**src/rtl/simplerisc_pc_unit.sv**
```systemverilog
// simplerisc_pc_unit
//   Program counter and branch resolution for the single-cycle SimpleRISC
//   core. It also owns the run/stall/halt control of the core.
//
// Optional build macro: SIMPLERISC_PC_RAS_EN
//   When defined, a circular return-address stack of RAS_DEPTH entries
//   supplies ret targets. When undefined, ret always jumps to ra_value and
//   the stack status outputs are held at 0.
//
// Ports
//   clk, reset        posedge clock, asynchronous active-high reset
//   flag_e, flag_gt   flags from the negedge flag flops, stable all cycle
//   is_beq, is_bgt    conditional branch decodes
//   is_ub             unconditional branch (b, call, ret)
//   is_call, is_ret   call / ret decodes (ret wins if both are set)
//   branch_target     decoded target; the low two bits are dropped
//   ra_value          ra register value (ret target without a stack hit)
//   stall             hold the PC this cycle
//   halt_req          current instruction is hlt
//   resume            leave HALT and fetch from pc+4
//   pc                registered fetch address
//   pc_plus4          pc+4 modulo 2^WIDTH, also the call link value
//   branch_taken      the current instruction redirects the PC
//   halted            1 while in HALT
//   ras_overflow      sticky, set by a push onto a full stack
//   ras_underflow     one-cycle pulse after a ret that found the stack empty
//
// Control handshake: there is no valid/ready pairing here. Each input
// describes the instruction at pc for the current cycle, and every state
// change takes effect on the next rising clock edge.
module simplerisc_pc_unit #(
  parameter int unsigned WIDTH     = 32,
  parameter logic [WIDTH-1:0] RESET_PC = '0,
  parameter int unsigned RAS_DEPTH = 4
) (
  input  logic             clk,
  input  logic             reset,
  input  logic             flag_e,
  input  logic             flag_gt,
  input  logic             is_beq,
  input  logic             is_bgt,
  input  logic             is_ub,
  input  logic             is_call,
  input  logic             is_ret,
  input  logic [WIDTH-1:0] branch_target,
  input  logic [WIDTH-1:0] ra_value,
  input  logic             stall,
  input  logic             halt_req,
  input  logic             resume,
  output logic [WIDTH-1:0] pc,
  output logic [WIDTH-1:0] pc_plus4,
  output logic             branch_taken,
  output logic             halted,
  output logic             ras_overflow,
  output logic             ras_underflow
);

  typedef enum logic [1:0] {
    ST_RUN   = 2'd0,
    ST_STALL = 2'd1,
    ST_HALT  = 2'd2
  } state_e;

  state_e           state_q, state_d;
  logic [WIDTH-1:0] pc_q, pc_d;
  logic             taken_raw;
  logic             eff_run;
  logic             go;
  logic [WIDTH-1:0] ret_addr;

  assign taken_raw = is_ub | (is_beq & flag_e) | (is_bgt & flag_gt);

  // A STALL cycle whose stall input has dropped behaves as a RUN cycle, so
  // the held instruction executes in the very cycle the stall is released.
  assign eff_run = (state_q == ST_RUN) | ((state_q == ST_STALL) & ~stall);

  // The instruction at pc actually executes this cycle.
  assign go = eff_run & ~halt_req & ~stall;

  assign pc_plus4     = pc_q + WIDTH'(4);
  assign branch_taken = go & taken_raw;
  assign pc           = pc_q;
  assign halted       = (state_q == ST_HALT);

  always_comb begin
    state_d = state_q;
    pc_d    = pc_q;
    if (state_q == ST_HALT) begin
      if (resume) begin
        pc_d    = pc_plus4;
        state_d = ST_RUN;
      end
    end else if (eff_run) begin
      if (halt_req) begin
        state_d = ST_HALT;
      end else if (stall) begin
        state_d = ST_STALL;
      end else begin
        state_d = ST_RUN;
        if (is_ret) begin
          pc_d = ret_addr;
        end else if (taken_raw) begin
          pc_d = {branch_target[WIDTH-1:2], 2'b00};
        end else begin
          pc_d = pc_plus4;
        end
      end
    end
  end

  always_ff @(posedge clk or posedge reset) begin
    if (reset) begin
      state_q <= ST_RUN;
      pc_q    <= RESET_PC;
    end else begin
      state_q <= state_d;
      pc_q    <= pc_d;
    end
  end

`ifdef SIMPLERISC_PC_RAS_EN
  localparam int unsigned PW = $clog2(RAS_DEPTH);
  localparam int unsigned CW = PW + 1;

  logic [WIDTH-1:0] ras_mem_q [RAS_DEPTH];
  logic [WIDTH-1:0] ras_mem_d [RAS_DEPTH];
  logic [PW-1:0]    ras_ptr_q, ras_ptr_d;
  logic [CW-1:0]    ras_cnt_q, ras_cnt_d;
  logic             ras_ovf_q, ras_ovf_d;
  logic             ras_unf_q, ras_unf_d;
  logic             ras_empty;
  logic             ras_full;
  logic             do_push;
  logic             do_pop;

  // ras_ptr_q points at the next free slot; the top lives one below it.
  // A push onto a full stack lands on the oldest entry because the pointer
  // has wrapped round to it.
  assign ras_empty = (ras_cnt_q == '0);
  assign ras_full  = (ras_cnt_q == CW'(RAS_DEPTH));
  assign do_push   = go & is_call & taken_raw & ~is_ret;
  assign do_pop    = go & is_ret & ~ras_empty;
  assign ret_addr  = ras_empty ? ra_value : ras_mem_q[ras_ptr_q - PW'(1)];

  always_comb begin
    ras_mem_d = ras_mem_q;
    ras_ptr_d = ras_ptr_q;
    ras_cnt_d = ras_cnt_q;
    ras_ovf_d = ras_ovf_q;
    ras_unf_d = go & is_ret & ras_empty;
    if (do_push) begin
      ras_mem_d[ras_ptr_q] = pc_plus4;
      ras_ptr_d            = ras_ptr_q + PW'(1);
      if (ras_full) begin
        ras_ovf_d = 1'b1;
      end else begin
        ras_cnt_d = ras_cnt_q + CW'(1);
      end
    end else if (do_pop) begin
      ras_ptr_d = ras_ptr_q - PW'(1);
      ras_cnt_d = ras_cnt_q - CW'(1);
    end
  end

  always_ff @(posedge clk or posedge reset) begin
    if (reset) begin
      for (int i = 0; i < int'(RAS_DEPTH); i++) ras_mem_q[i] <= '0;
      ras_ptr_q <= '0;
      ras_cnt_q <= '0;
      ras_ovf_q <= 1'b0;
      ras_unf_q <= 1'b0;
    end else begin
      ras_mem_q <= ras_mem_d;
      ras_ptr_q <= ras_ptr_d;
      ras_cnt_q <= ras_cnt_d;
      ras_ovf_q <= ras_ovf_d;
      ras_unf_q <= ras_unf_d;
    end
  end

  assign ras_overflow  = ras_ovf_q;
  assign ras_underflow = ras_unf_q;
`else
  logic unused_call;
  assign unused_call   = is_call;
  assign ret_addr      = ra_value;
  assign ras_overflow  = 1'b0;
  assign ras_underflow = 1'b0;
`endif

endmodule

```
**config.mk**
```make
export PLATFORM = sky130hd
export DESIGN_NAME = simplerisc_pc_unit
export DESIGN_NICKNAME = d
export VERILOG_FILES = /design/src/rtl/simplerisc_pc_unit.sv
export SDC_FILE = /design/constraint.sdc
export NUM_CORES = 1
export LEC_CHECK = 0
export ABC_AREA = 1
export ABC_CLOCK_PERIOD_IN_PS = 4500
export CAP_MARGIN = 20
export CORE_MARGIN = 2
export CORE_UTILIZATION = 45
export DETAILED_ROUTE_END_ITERATION = 7
export PLACE_DENSITY = 0.93
export SLEW_MARGIN = 40
export SYNTH_ARGS = -nofsm -noshare
export SYNTH_HDL_FRONTEND = slang
export SYNTH_SLANG_ARGS = --single-unit
```
**constraint.sdc**
```tcl
create_clock -name clk -period 4.5 [get_ports clk]
set_clock_uncertainty 0.1 [all_clocks]
set_input_delay 1.125 -clock clk [delete_from_list [all_inputs] [get_ports clk]]
set_output_delay 1.125 -clock clk [all_outputs]
set_load 0.01 [all_outputs]
```
==> results.md <==
| Step | Parameter | Reported |
|:---|:---|:---|
| clocking | Clock slew at the register clock pins of the worst setup and hold paths | 0.08 ns |
| finish | Final Instance Area | 0.004439 mm² |
| die | Die width | 84.71 µm |
| die | Initial core utilization | 46.43% |
| hold path | Worst hold start | pc[0] |
| hold path | Number of stages on the worst hold path | 2 |
| grt | Global-route wire length before repair | 15940 µm |
| clocking | Number of buffers added to fix hold violations after cts | 0 |
| logic synthesis | Distinct cell type count of the synthesized netlist | 29 |
| finish | Proportion of layout cells with a drive suffix above 1 | 6.791% |
| setup path | Critical Path Fanout Max | 7 |
| logic synthesis | Register area share after synthesis | 29.02% |
| logic synthesis | Biggest area contributors in the synthesized netlist | dfrtp_1, nand2_1, a21oi_1 |
| routing | Pre-Repair DR Iteration Count | 5 |
| clocking | Clock tree from TritonCTS | built |
| logic synthesis | Area share of fa/ha/maj cells after synthesis | 0.4268% |
| logic synthesis | Cell count after synthesis | 462 |
| status | Result of the run | finished, final reports clean |
| power | Pwr dens | 652.8 mW/mm² |
| setup path | Critical-path cell list | clkdlybuf4s50_1, nand2_1, nand3b_2, inv_1, nor4_1, clkdlybuf4s50_1 |
| finish | Final net count | 665 |
| power | Net Sw Frac | 47.28% |
| setup path | Data arrival time at the worst-slack endpoint | 2.60 ns |
| sta | Max frequency | 0.2613 GHz |
| logic synthesis | Main combinational cell family by area after synthesis | simple AND/OR/NAND/NOR gates |
| place | Dpl cell area | 0.004325 mm² |
| die | Placeable Area | 0.006314 mm² |
| routing | Final ANT Viol Nets | 0 |
| logic synthesis | Simple-gate share of the synthesized area | 39.44% |
| grt | Number of global-route vias before repair | 3408 |
| sta | Max-slew violation total from the final report | 0 |
| logic synthesis | Count of warnings emitted by yosys | 0 |
| clocking | TritonCTS buffer count | 5 |
| logic synthesis | Proportion of synthesized area in mux cells | 0% |
| place | Port buffer count | 138 |
| logic synthesis | Prevailing post-synth register cell | dfrtp_1 |
| die | # IOs | 144 |
| die | Area enclosed by the die boundary | 0.007176 mm² |
| setup path | Most numerous cell on the critical path | clkdlybuf4s50_1 |
| clocking | Later-pin clock latency in the skew report | 0.30 ns |
| routing | Per-cell via count in the routed design | 5.345 |
| logic synthesis | Post-synthesis cell area | 0.002932 mm² |
| clocking | Buffers inserted during post-CTS setup optimization | 0 |
| setup path | Launch instance of the worst register-to-register path | state_q[0] |
| logic synthesis | Cell type contributing the most total cell area after synthesis | dfrtp_1 |
| power | Leakage | 1.939 nW |
| power | Clock power share | 10.1% |
| logic synthesis | Number of synthesized flops with an enable pin | 0 |
| place | Sum of net half-perimeters after detailed placement | 7452 µm |
| sta | Final hold violations | 0 |
| grt | Total congestion overflow | 0 |
| hold path | Hold worst-path end | pc[0] |
| logic synthesis | Share of flip-flops with an asynchronous set or reset after synthesis | 100.0% |
| setup path | Slowest CP cell | clkdlybuf4s50_1 |
| job | Max cap viols | 0 |
| logic synthesis | FF+latch count, synth | 34 |
| power | Design internal power | 1.528 mW |
| routing | First-iteration detailed-routing DRC count | 188 |
| finish | Diodes inserted | 0 |
| power | Largest vdd supply drop | 381.3 µV |
| setup path | Crit start category | input port |
| sta | Relative slew slack | 50.86% |
| logic synthesis | Mean area per synthesized cell | 6.345 µm² |
| sta | Count of final setup violators | 0 |
| routing | Detail-routed net length per standard cell | 14.77 µm |
| clocking | Maximum number of buffers from clock root to sink | 2 |
| place | Routability congestion estimate from global placement | 0.9096 |
| power | Sequential fraction of design power | 24.0% |
| sta | RSZ-0062 raised after global routing | false |
| setup path | Setup slack, reg-to-reg | 2.29 ns |
| setup path | FF-to-FF path depth | 9 |
| routing | DRC Markers | 0 |
| setup path | Required time at the endpoint of the critical path | 3.27 ns |
| power | Switching component of the power | 1.370 mW |
| routing | Via count | 3560 |
| finish | Layout Area Growth over Synthesis | 51.43% |
| die | FP Rows | 29 |
| logic synthesis | Area fraction of the dominant cell type after synthesis | 29.02% |
| setup path | Longest individual stage delay on the worst path | 0.58 ns |
| sta | Period utilization | 85.06% |
| setup path | Worst setup EP type | output pin |
| grt | Maximum number of pins on one net before global-route repair | 57 |
| grt | Number of antenna violations at the first check in global routing | 0 |
| hold path | Classification of the worst-slack hold path | reg -> reg |
| setup path | CP Class | in -> out |
| logic synthesis | Synthesized-area fraction occupied by ao, oa, aoi and oai cells | 17.88% |
| grt | Combined global-route utilization of all metal layers | 27.29% |
| clocking | Sinks on the clock net | 34 |
| logic synthesis | Xor/xnor share of the synthesized area | 5.762% |
| clocking | Clock H-tree levels | 2 |
| routing | Wirelength, routed | 9835 µm |
| clocking | Resized cells post-CTS | 0 |
| sta | Worst Max-Slew Pin Slew | 0.7370 ns |
| clocking | Cell at the root of the clock tree | clkbuf_8 |
| die | Chip height | 84.71 µm |
| sta | Period minus WS final | 3.827 ns |
| setup path | Crit Reg-Reg Endpoint | pc[2] |
| power | Logic pwr share | 65.9% |
| sta | Final-layout setup total negative slack | 0 ns |
## worst max-delay path: cells and delay by family
family / cells / cell delay (ns)
buffers and inverters: 3 / 1.14
AND/OR/NAND/NOR: 3 / 0.33
## stage by stage
stage	instances	util [%]	setup WS [ns]	power [mW]	hold slack [ns]
2_1_floorplan	463	-	1.489	1.685	0.4177
4_1_cts	666	70.31	0.6545	2.884	0.4657
5_1_grt	666	70.31	0.5634	3.110	0.5158
6_report	666	70.31	0.6725	2.898	0.4647
3_3_place_gp	658	68.51	0.6752	2.515	0.4278
3_5_place_dp	658	68.51	0.6535	2.576	0.4429
## power by group through the flow
stage,sequential [mW],combinational [mW],clock (mW)
CTS,0.692,1.90,0.293
global route,0.723,2.08,0.307
global placement,0.683,1.83,0
detailed placement,0.694,1.88,0
finish,0.697,1.91,0.292
floorplan,0.703,0.982,0
## cell usage after synthesis, types with 6 or more instances
master,number
nand3_1,14
a21oi_1,60
nand3b_1,7
and2_1,6
o21ai_0,35
nand2_1,139
nor2_1,74
nor2_4,10
inv_1,22
clkbuf_1,11
dfrtp_1,34
buf_2,7
buf_4,7
## layer usage
layer | track usage, % | routed length [µm] | vias up
li1 | - | - | 1737
met1 | 32.10 | 3859 | 1636
met2 | 47.39 | 4875 | 157
met5 | 0 | 0 | -
met3 | 7.571 | 821 | 30
met4 | 10.10 | 279 | 0
## area by class of cell
class	count	area (µm²)
fill	522	1874
multi-input combinational	381	1873
timing repair buffer	143	1419
sequential	34	850.8
tap	77	96.34
inverter	23	86.33
clock buffer	5	68.82
clock inverter	3	45.04
## placed cells by master, fill, tap and decap left out
| cell type | instances |
|---|---|
| nand2_2 | 4 |
| a21oi_1 | 60 |
| clkdlybuf4s50_1 | 138 |
| nor4_1 | 1 |
| nand4_1 | 1 |
| inv_2 | 2 |
| nand3_1 | 14 |
| o21ai_0 | 35 |
| conb_1 | 2 |
| nand3b_2 | 1 |
| bufinv_16 | 1 |
| nor2_2 | 2 |
| clkbuf_8 | 5 |
| clkinvlp_4 | 2 |
| and2_1 | 6 |
| nor2_4 | 10 |
| dfrtp_1 | 34 |
| buf_4 | 5 |
| ha_1 | 1 |
| xor2_1 | 5 |
| o22ai_1 | 1 |
| nand2_1 | 139 |
| nor2_1 | 74 |
| xnor2_1 | 5 |
| inv_1 | 21 |
| o21bai_1 | 1 |
| nand2_4 | 2 |
| nand3b_1 | 7 |
| o211ai_1 | 4 |
| xor2_2 | 5 |
| o21ai_2 | 1 |
## flip-flops by register name, summed over array words and instances (netlist names)
register  flops
pc           32
state_q       2
## cells by family after synthesis
| family | count (synthesis) |
|---|---|
| adder cells (fa/ha/maj) | 1 |
| XOR/XNOR | 15 |
| buffers and inverters | 48 |
| other | 1 |
| flip-flops | 34 |
| AO/OA/AOI/OAI | 102 |
| AND/OR/NAND/NOR | 261 |
## worst max path at each step
stage            start      endpoint  slack, ns  cells after the start
6_report        is_bgt  branch_taken       0.67                      6
4_1_cts        flag_gt  branch_taken       0.65                      6
3_5_place_dp   flag_gt  branch_taken       0.65                      6
5_1_grt         is_bgt  branch_taken       0.56                      6
3_3_place_gp    is_bgt  branch_taken       0.68                      6
2_1_floorplan   is_bgt  branch_taken       1.49                      4
Power figures use the tool's default switching activity.
